--- config.mk ---
export PLATFORM = sky130hd
export DESIGN_NAME = csi_packet_ctrl
export DESIGN_NICKNAME = d
export VERILOG_FILES = /design/src/rtl/csi_packet_ctrl.sv
export SDC_FILE = /design/constraint.sdc
export NUM_CORES = 1
export LEC_CHECK = 0
export CORE_MARGIN = 4
export CORE_UTILIZATION = 40
export DETAILED_ROUTE_END_ITERATION = 7
export GPL_ROUTABILITY_DRIVEN = 0
export PLACE_DENSITY = 0.66
export SLEW_MARGIN = 0
export SYNTH_ARGS = -nofsm -noshare
export SYNTH_HDL_FRONTEND = slang
export SYNTH_SLANG_ARGS = --single-unit
export TNS_END_PERCENT = 100
--- constraint.sdc ---
create_clock -name rxbyteclkhs -period 2.2 [get_ports rxbyteclkhs]
set_input_delay 0.44 -clock rxbyteclkhs [delete_from_list [all_inputs] [get_ports rxbyteclkhs]]
set_output_delay 0.44 -clock rxbyteclkhs [all_outputs]
set_load 0.1 [all_outputs]
--- src/rtl/csi_packet_ctrl.sv ---
// CSI-2 packet sequencer: decodes headers from the header finder, emits the
// byte-aligned payload stream, extracts the CRC footer and raises sync strobes.
module csi_packet_ctrl #(
  parameter logic [15:0] MAX_WC = 16'd4096
) (
  input  logic        rxbyteclkhs,
  input  logic        reset_n,
  input  logic [31:0] ph_in,
  input  logic        ph_in_valid,
  input  logic        ph_select,
  output logic [1:0]  pkt_vc,
  output logic [5:0]  pkt_dt,
  output logic [15:0] pkt_wc,
  output logic [7:0]  pkt_ecc,
  output logic        hdr_valid,
  output logic [15:0] payload_data,
  output logic [1:0]  payload_be,
  output logic        payload_valid,
  output logic        payload_last,
  output logic [15:0] crc_out,
  output logic        crc_valid,
  output logic        frame_start,
  output logic        frame_end,
  output logic        line_start,
  output logic        line_end,
  output logic        in_frame,
  output logic        pkt_error
);

  typedef enum logic [1:0] {IDLE, PAYLOAD, CRC_HI, DRAIN} state_t;

  state_t      state_reg;
  logic [15:0] remaining_reg;
  logic [7:0]  crc_lo_reg;

  logic [5:0]  hdr_dt;
  logic [15:0] hdr_wc;

  assign hdr_dt = ph_in[5:0];
  assign hdr_wc = ph_in[23:8];

  always_ff @(posedge rxbyteclkhs or negedge reset_n) begin
    if (!reset_n) begin
      state_reg     <= IDLE;
      remaining_reg <= 16'd0;
      crc_lo_reg    <= 8'd0;
      pkt_vc        <= 2'd0;
      pkt_dt        <= 6'd0;
      pkt_wc        <= 16'd0;
      pkt_ecc       <= 8'd0;
      hdr_valid     <= 1'b0;
      payload_data  <= 16'd0;
      payload_be    <= 2'b00;
      payload_valid <= 1'b0;
      payload_last  <= 1'b0;
      crc_out       <= 16'd0;
      crc_valid     <= 1'b0;
      frame_start   <= 1'b0;
      frame_end     <= 1'b0;
      line_start    <= 1'b0;
      line_end      <= 1'b0;
      in_frame      <= 1'b0;
      pkt_error     <= 1'b0;
    end else begin
      hdr_valid     <= 1'b0;
      payload_be    <= 2'b00;
      payload_valid <= 1'b0;
      payload_last  <= 1'b0;
      crc_valid     <= 1'b0;
      frame_start   <= 1'b0;
      frame_end     <= 1'b0;
      line_start    <= 1'b0;
      line_end      <= 1'b0;
      pkt_error     <= 1'b0;

      case (state_reg)
        IDLE: begin
          if (ph_in_valid && ph_select) begin
            pkt_vc    <= ph_in[7:6];
            pkt_dt    <= hdr_dt;
            pkt_wc    <= hdr_wc;
            pkt_ecc   <= ph_in[31:24];
            hdr_valid <= 1'b1;
            if (hdr_dt < 6'h10) begin
              case (hdr_dt)
                6'h00: begin frame_start <= 1'b1; in_frame <= 1'b1; end
                6'h01: begin frame_end   <= 1'b1; in_frame <= 1'b0; end
                6'h02: line_start <= 1'b1;
                6'h03: line_end   <= 1'b1;
                default: ;
              endcase
              state_reg <= DRAIN;
            end else if (hdr_wc > MAX_WC) begin
              pkt_error <= 1'b1;
              state_reg <= DRAIN;
            end else begin
              // WC = 0 goes through PAYLOAD too; remaining = 0 means "CRC next"
              remaining_reg <= hdr_wc;
              state_reg     <= PAYLOAD;
            end
          end
        end

        PAYLOAD: begin
          if (!ph_in_valid) begin
            pkt_error <= 1'b1;
            state_reg <= IDLE;
          end else if (remaining_reg >= 16'd2) begin
            payload_data  <= ph_in[31:16];
            payload_be    <= 2'b11;
            payload_valid <= 1'b1;
            payload_last  <= (remaining_reg == 16'd2);
            remaining_reg <= remaining_reg - 16'd2;
          end else if (remaining_reg == 16'd1) begin
            // odd WC: the upper byte of this word is already the CRC low byte
            payload_data  <= {8'h00, ph_in[23:16]};
            payload_be    <= 2'b01;
            payload_valid <= 1'b1;
            payload_last  <= 1'b1;
            crc_lo_reg    <= ph_in[31:24];
            remaining_reg <= 16'd0;
            state_reg     <= CRC_HI;
          end else begin
            crc_out   <= ph_in[31:16];
            crc_valid <= 1'b1;
            state_reg <= DRAIN;
          end
        end

        CRC_HI: begin
          if (!ph_in_valid) begin
            pkt_error <= 1'b1;
            state_reg <= IDLE;
          end else begin
            crc_out   <= {ph_in[23:16], crc_lo_reg};
            crc_valid <= 1'b1;
            state_reg <= DRAIN;
          end
        end

        DRAIN: begin
          if (!ph_in_valid) state_reg <= IDLE;
        end

        default: state_reg <= IDLE;
      endcase
    end
  end

endmodule

==> results of run 1 <==
path summary, 6_finish.rpt:
| kind | slack [ns] | end | cells past startpoint | start |
|---|---|---|---|---|
| min reg2reg | 0.49 | pkt_wc[8] | 2 | pkt_wc[8] |
| max reg2reg | -0.006 | remaining_reg[15] | 8 | remaining_reg[2] |
| min | 0.01 | payload_data[5] | 1 | reset_n |
| min in group rxbyteclkhs | 0.49 | pkt_wc[8] | 2 | pkt_wc[8] |
| max | -0.006 | remaining_reg[15] | 8 | remaining_reg[2] |
| max in group asynchronous | 1.54 | frame_start | 2 | reset_n |
kinds of logic after synthesis:
family	after synthesis
flops	102
compound gates	87
simple gates	85
mux	60
buf+inv	37
fa+ha+maj	6
synthesized netlist by cell type, drive strengths merged (2+ instances only):
library cell	instances
nor4	6
buf	7
nor3	9
nor2	13
ha	6
mux2	43
o32ai	3
a32o	4
clkbuf	14
o21ai	38
nand3	2
mux2i	17
or2	2
a21oi	5
inv	16
dfrtp	102
nand2b	2
nand2	36
or3	3
o31ai	2
o2bb2ai	3
a22o	21
nand4	2
or4	6
stage by stage:
stage | worst slack, ns | setup TNS [ns]
final | -0.00649 | -0.00649
after floorplan | -0.00511 | -0.00511
after detailed placement | -0.661 | -11.11
after global placement | -0.578 | -9.87
after global routing | -0.0709 | -0.170
after CTS | -0.0205 | -0.0419
final cells by class:
| type | count | share of cell area, % |
|---|---|---|
| clock inverter | 6 | 0.979 |
| tap | 140 | 2.69 |
| clock buffer | 10 | 3.67 |
| timing repair buffer | 178 | 22.9 |
| inverter | 16 | 0.921 |
| sequential | 102 | 39.2 |
| multi-input combinational | 238 | 29.7 |
routing by layer:
layer  global-route usage [%]  vias up  wire, um  share of wire, %
met5                        0        -         0                 0
met4                     5.94        0       170               1.4
met3                     3.96       12       674               5.6
met2                     31.6      109      5930                49
met1                     25.9     1804      5310                44
li1                         -     1710         -                 -
repair_timing:
action,CTS,global route
cloned,1,0
hold buffers,0,0
setup endpoints to repair,29,30
pin swaps,9,10
buffers inserted,4,3
gates resized for setup,38,21
==> flow_summary.json, run 1 <==
{
  "outcome": "finished, violations left",
  "violations": "setup timing",
  "fmax_mhz": 453,
  "wirelength_um": 12100,
  "layout_min_cycle_time_ns": 2.21,
  "worst_slack_ns": -0.00649,
  "crit_family": "simple AND/OR/NAND/NOR gates",
  "clk_pin_slew_ns": 0.08,
  "dpl_cell_area_sq_um": 6020,
  "overflow": 0,
  "vias": 3635,
  "netlist_instances": 377,
  "avgViaCountPerCell": 5.27,
  "synth-adder-area-share_pct": 1.66,
  "n_antenna_cell": 0,
  "fp.dieH_um": 114,
  "seqCellArea_sq_um": 2550,
  "cts_tree": "done",
  "postLayoutCellArea_sq_um": 6520,
  "drt_iter0_markers": 215,
  "drcViolationCount": 0,
  "yosysTopAreaCellShare_pct": 56.6,
  "final_common_cell": "buf_4",
  "antenna_found_initial": 0,
  "layoutNonFillerInstCount": 690,
  "drt_first_pass_iters": 5,
  "die_x_um": 114,
  "worstPathRequired_ns": 2.43,
  "placementRows": 38,
  "fin_nets": 587,
  "yosys.area_share.simple_pct": 9.71,
  "fin_crit_sh_pct": 100,
  "rsz0062_at_grt": "yes",
  "root_buffer": "clkbuf_16",
  "tightest_slew_ns": 0.788,
  "synth_xor_area_share_pct": 0,
  "synth.avg_cell_area_sq_um": 12.0,
  "critical-path-max-stage-delay_ns": 0.46,
  "ant_nets": 0,
  "crit_path_max_fanout": 4,
  "nFillCells": 927,
  "mostFrequentLayoutCells": "buf_4, dfrtp_1, mux2_2, nand2_1, o21ai_0",
  "cts_buffer_depth": 2,
  "ys_seq_area_share_pct": 56.6,
  "die_area_sq_um": 13000,
  "worstPathArrival_ns": 2.44,
  "syn_to_final_growth_pct": 44.5,
  "pin_count": 112,
  "initial_core_util_pct": 41.2,
  "crit_path_top_delay_cell": "or4b_4",
  "critical_path_class": "register to register",
  "yosys_register_bits": 102,
  "ys.flop_type": "dfrtp_1",
  "grt_max_degree": 53,
  "synth_compound_area_share_pct": 13.9,
  "setup_viol": 1,
  "yosys.area.top_type": "dfrtp_1",
  "clock_skew_ns": 0.0110,
  "drv_cap": 0,
  "grtUsageTotal_pct": 19.3,
  "clk_latency_ns": 0.35,
  "holdCritPathClass": "input port to async pin",
  "crit_buf_inv": 1,
  "fin_util_pct": 59.6,
  "placed_cells": 669,
  "synth_cell_types": 50,
  "crit_path_start_kind": "register",
  "path_cells": "inv_1, ha_4, or4b_4, or3_4, or2_4, nor4_4, o21ai_1, a21o_1",
  "hpwl_um": 8930,
  "synth_area_sq_um": 4510,
  "wl_per_cell_um": 17.5,
  "cts.sinks": 102,
  "synth.mux.area_fraction_pct": 14.5,
  "synth.area.top_cells": "dfrtp_1, mux2_2, a22o_1",
  "crit_path_end_kind": "register",
  "drive_gt1_share_pct": 43.3,
  "synth_edf_count": 0,
  "grt_pass1_wl_um": 20000,
  "portBuffers": 111,
  "timing.hold.ws_ns": 0.0109,
  "synthesis.nets": 419,
  "drv_slew": 0,
  "cts_buffers": 9,
  "synth-async-reset-ratio_pct": 100,
  "synth_top_family_by_area": "multiplexers",
  "hold_violations": 0,
  "first_global_vias": 3829,
  "placeableCoreArea_sq_um": 10900,
  "multiInputGateArea_sq_um": 1940,
  "h-tree-depth": 3,
  "yosysWarnings": 0,
  "slew_headroom_pct": 47.3
}
Power of run 1 is not shown: default switching activity piles up to over one toggle a cycle in this logic, so the estimate is an artifact.
==> run 2: changes to the inputs <==
--- a/config.mk
+++ b/config.mk
@@ -10,6 +10,7 @@
 export DETAILED_ROUTE_END_ITERATION = 7
 export GPL_ROUTABILITY_DRIVEN = 0
 export PLACE_DENSITY = 0.66
+export SKIP_CTS_REPAIR_TIMING = 1
 export SLEW_MARGIN = 0
 export SYNTH_ARGS = -nofsm -noshare
 export SYNTH_HDL_FRONTEND = slang
==> flow_summary.json, run 2 (same netlist as run 1, synthesis figures left out) <==
{
  "outcome": "finished, violations left",
  "violations": "setup timing",
  "crit_path_end_kind": "register",
  "grt_max_degree": 53,
  "mostFrequentLayoutCells": "buf_4, dfrtp_1, mux2_2, nand2_1, o21ai_0",
  "crit_buf_inv": 1,
  "wl_per_cell_um": 17.4,
  "cts.sinks": 102,
  "drv_slew": 0,
  "worstPathArrival_ns": 2.48,
  "grt_pass1_wl_um": 19600,
  "h-tree-depth": 3,
  "nFillCells": 930,
  "ant_nets": 0,
  "n_antenna_cell": 0,
  "layout_min_cycle_time_ns": 2.24,
  "final_common_cell": "buf_4",
  "vias": 3600,
  "dpl_worst_slack_ns": -0.661,
  "fin_crit_sh_pct": 102,
  "tightest_slew_ns": 0.791,
  "pin_count": 112,
  "avgViaCountPerCell": 5.22,
  "grtUsageTotal_pct": 19.0,
  "initial_core_util_pct": 41.2,
  "portBuffers": 111,
  "critical_path_class": "register to register",
  "clock_skew_ns": 0.0112,
  "cts_buffers": 9,
  "timing.hold.ws_ns": 0.00841,
  "drv_cap": 0,
  "overflow": 0,
  "placeableCoreArea_sq_um": 10900,
  "cts_buffer_depth": 2,
  "path_cells": "inv_2, ha_2, or4b_4, or3_4, or2_4, nor4_2, o21ai_1, a21o_1",
  "critical-path-max-stage-delay_ns": 0.47,
  "fin_nets": 586,
  "hpwl_um": 8930,
  "worstPathRequired_ns": 2.44,
  "worst_slack_ns": -0.0377,
  "cts_tree": "done",
  "crit_path_start_kind": "register",
  "crit_path_top_delay_cell": "or4b_4",
  "holdCritPathClass": "input port to async pin",
  "drt_first_pass_iters": 4,
  "clk_latency_ns": 0.35,
  "rsz0062_at_grt": "yes",
  "drt_iter0_markers": 196,
  "root_buffer": "clkbuf_16",
  "syn_to_final_growth_pct": 43.8,
  "layoutNonFillerInstCount": 689,
  "fp.dieH_um": 114,
  "crit_path_max_fanout": 4,
  "clk_pin_slew_ns": 0.08,
  "first_global_vias": 3748,
  "die_area_sq_um": 13000,
  "placed_cells": 669,
  "die_x_um": 114,
  "slew_headroom_pct": 47.0,
  "hold_violations": 0,
  "wirelength_um": 12000,
  "setup_viol": 4,
  "crit_family": "simple AND/OR/NAND/NOR gates",
  "drive_gt1_share_pct": 42.1,
  "fmax_mhz": 447,
  "antenna_found_initial": 0,
  "drcViolationCount": 0,
  "placementRows": 38
}
## run 2: cell types whose count changed in the layout (fill, tap and decap cells not counted), sizes merged
cell           previous run  this run
buf                     144       142
dlygate4sd2               2         0
clkdlybuf4s15             8         0
dlymetal6s2s              0        12
clkbuf                   12        11
## run 2: path summary, 6_finish.rpt
check	from	endpoint	slack (ns)	cells after the start
hold / removal	reset_n	payload_data[5]	0.008	1
min in group rxbyteclkhs	ph_in[11]	pkt_wc[3]	0.49	3
setup reg to reg	remaining_reg[1]	remaining_reg[15]	-0.04	8
setup / recovery	remaining_reg[1]	remaining_reg[15]	-0.04	8
hold reg to reg	pkt_wc[8]	pkt_wc[8]	0.49	2
max in group asynchronous	reset_n	frame_start	1.55	2
## run 2: metal layers
layer  track usage [%]  share of wire [%]  wire length (um)
met5                 0                  0                 0
met1              25.6                 44              5280
met3              4.12                5.8               697
met4              5.23                1.5               177
met2              31.1                 49              5870
## run 2: final cells by class
cell class	count	area, sq um	share of cell area, %
inverters	16	60.1	0.926
repair buffers	177	1510	23.3
clock inverters	6	63.8	0.984
well taps	140	175	2.70
flip-flops and latches	102	2550	39.4
clock buffers	10	239	3.69
multi-input cells	238	1880	29.1
## run 2: per-stage QoR
| step | cell area, sq um | TNS [ns] | util (%) |
|---|---|---|---|
| 2_1_floorplan | 4520 | -0.00511 | - |
| 3_3_place_gp | 6020 | -9.87 | 55.1 |
| 3_5_place_dp | 6020 | -11.11 | 55.1 |
| 4_1_cts | 6330 | -5.11 | 57.8 |
| 5_1_grt | 6480 | -0.443 | 59.3 |
| 6_report | 6480 | -0.0816 | 59.3 |
Power of run 2 is left out for the same reason.
==> run 3: changes to the inputs <==
--- a/config.mk
+++ b/config.mk
@@ -10,7 +10,6 @@
 export DETAILED_ROUTE_END_ITERATION = 7
 export GPL_ROUTABILITY_DRIVEN = 0
 export PLACE_DENSITY = 0.66
-export SKIP_CTS_REPAIR_TIMING = 1
 export SLEW_MARGIN = 0
 export SYNTH_ARGS = -nofsm -noshare
 export SYNTH_HDL_FRONTEND = slang
==> constraint.sdc (replaced) <==
create_clock -name rxbyteclkhs -period 2.2 [get_ports rxbyteclkhs]
set_input_delay 0.22 -clock rxbyteclkhs [delete_from_list [all_inputs] [get_ports rxbyteclkhs]]
set_output_delay 0.22 -clock rxbyteclkhs [all_outputs]
set_load 0.1 [all_outputs]
==> flow_summary.json, run 3 (same netlist as run 1, synthesis figures left out) <==
{
  "outcome": "finished, violations left",
  "violations": "setup timing",
  "crit_buf_inv": 4,
  "grt_pass1_wl_um": 18900,
  "cts_buffers": 9,
  "drv_slew": 0,
  "crit_path_start_kind": "register",
  "drcViolationCount": 0,
  "gr-max-usage-layer": "met2",
  "crit_path_top_delay_cell": "dfrtp_1",
  "grtUsageTotal_pct": 18.2,
  "drv_cap": 0,
  "portBuffers": 111,
  "crit_path_end_kind": "register",
  "first_global_vias": 3659,
  "antenna_found_initial": 0,
  "cts_tree": "done",
  "syn_to_final_growth_pct": 46.5,
  "layout_min_cycle_time_ns": 2.25,
  "root_buffer": "clkbuf_16",
  "final_common_cell": "buf_4",
  "hpwl_um": 8450,
  "cts.sinks": 102,
  "fin_crit_sh_pct": 102,
  "fin_nets": 592,
  "grt_use_met3_pct": 5.02,
  "cts_buffer_depth": 2,
  "timing.hold.ws_ns": 0.273,
  "worstPathRequired_ns": 2.44,
  "tightest_slew_ns": 0.546,
  "mostFrequentLayoutCells": "buf_4, dfrtp_1, mux2_2, nand2_1, clkdlybuf4s50_1",
  "n_antenna_cell": 0,
  "wl_per_cell_um": 17.4,
  "clk_latency_ns": 0.34,
  "grt_max_degree": 103,
  "h-tree-depth": 3,
  "worst_slack_ns": -0.0478,
  "initial_core_util_pct": 41.2,
  "ant_nets": 0,
  "drive_gt1_share_pct": 43.8,
  "die_x_um": 114,
  "use_met2_pct": 29.7,
  "gr-usage-met1_pct": 24.4,
  "clock_skew_ns": 0.00880,
  "placeableCoreArea_sq_um": 10900,
  "wirelength_um": 12100,
  "hold_violations": 0,
  "rsz0062_at_grt": "yes",
  "nFillCells": 914,
  "critical_path_class": "register to register",
  "path_cells": "nor4_4, buf_4, nand4_1, buf_6, nor3_4, a211oi_2, buf_4, buf_4, and4b_1, a21o_1",
  "slew_headroom_pct": 63.6,
  "vias": 3627,
  "clk_pin_slew_ns": 0.07,
  "cp_common_cell": "buf_4",
  "fp.dieH_um": 114,
  "die_area_sq_um": 13000,
  "overflow": 0,
  "avgViaCountPerCell": 5.22,
  "placementRows": 38,
  "critical-path-max-stage-delay_ns": 0.42,
  "crit_path_max_fanout": 9,
  "pin_count": 112,
  "crit_family": "simple AND/OR/NAND/NOR gates",
  "drt_iter0_markers": 207,
  "fmax_mhz": 445,
  "worstPathArrival_ns": 2.48,
  "holdCritPathClass": "input port to register",
  "setup_viol": 10,
  "drt_first_pass_iters": 7
}
run 3: cell count changes in the layout (fill, tap and decap cells not counted), sizes merged:
cell and delta:
inv -1, buf +5, dlymetal6s2s -5, clkinv +1, clkdlybuf4s50 +5, dlygate4sd3 +1
run 3: per-stage QoR:
stage          area, sq um  cells  worst slack (ns)  utilization (%)  setup TNS, ns
2_1_floorplan         4520    377          -0.00511                -       -0.00511
3_3_place_gp          6010    667            -0.400             54.9          -6.64
3_5_place_dp          6010    667            -0.441             54.9          -6.47
4_1_cts               6340    684           -0.0322             58.0         -0.106
5_1_grt               6610    695            -0.131             60.4          -1.33
6_report              6610    695           -0.0478             60.4         -0.143
run 3: final timing paths:
path	startpoint	to	slack, ns	cells after the start
min	ph_in[14]	pkt_wc[6]	0.27	3
max	remaining_reg[10]	remaining_reg[15]	-0.05	10
min in group asynchronous	reset_n	payload_data[5]	0.48	3
max reg2reg	remaining_reg[10]	remaining_reg[15]	-0.05	10
max in group asynchronous	reset_n	remaining_reg[12]	1.29	3
min reg2reg	crc_out[3]	crc_out[3]	0.48	2
run 3: final cells by class:
class	count	area [sq um]	share of cell area, %
Sequential cell	102	2550	38.6
Tap cell	140	175	2.65
Multi-Input combinational cell	238	1980	29.9
Clock inverter	6	53.8	0.814
Timing Repair Buffer	183	1550	23.4
Clock buffer	10	239	3.62
Inverter	16	60.1	0.909
run 3: metal layers:
layer	up-vias	wire length, um	part of all wire [%]
met2	100	5920	49
met5	-	0	0
met4	0	124	1.0
met1	1786	5280	44
li1	1729	-	-
met3	12	757	6.3
run 3: worst register-to-register path, cell delays in order, from the launching register on:
cell and delay (ns):
dfrtp_1 0.42, nor4_4 0.32, buf_4 0.16, nand4_1 0.12, buf_6 0.16, nor3_4 0.20
a211oi_2 0.10, buf_4 0.16, buf_4 0.16, and4b_1 0.20, a21o_1 0.14
run 3: what timing repair did:
item	4_1_cts	5_1_grt
setup buffers	0	9
pin swaps	1	12
endpoints found under the hold margin	102	0
gates resized for setup	5	44
hold buffers	1	0
cloned	0	2
setup endpoints to repair	28	40
Power of run 3 is left out for the same reason.
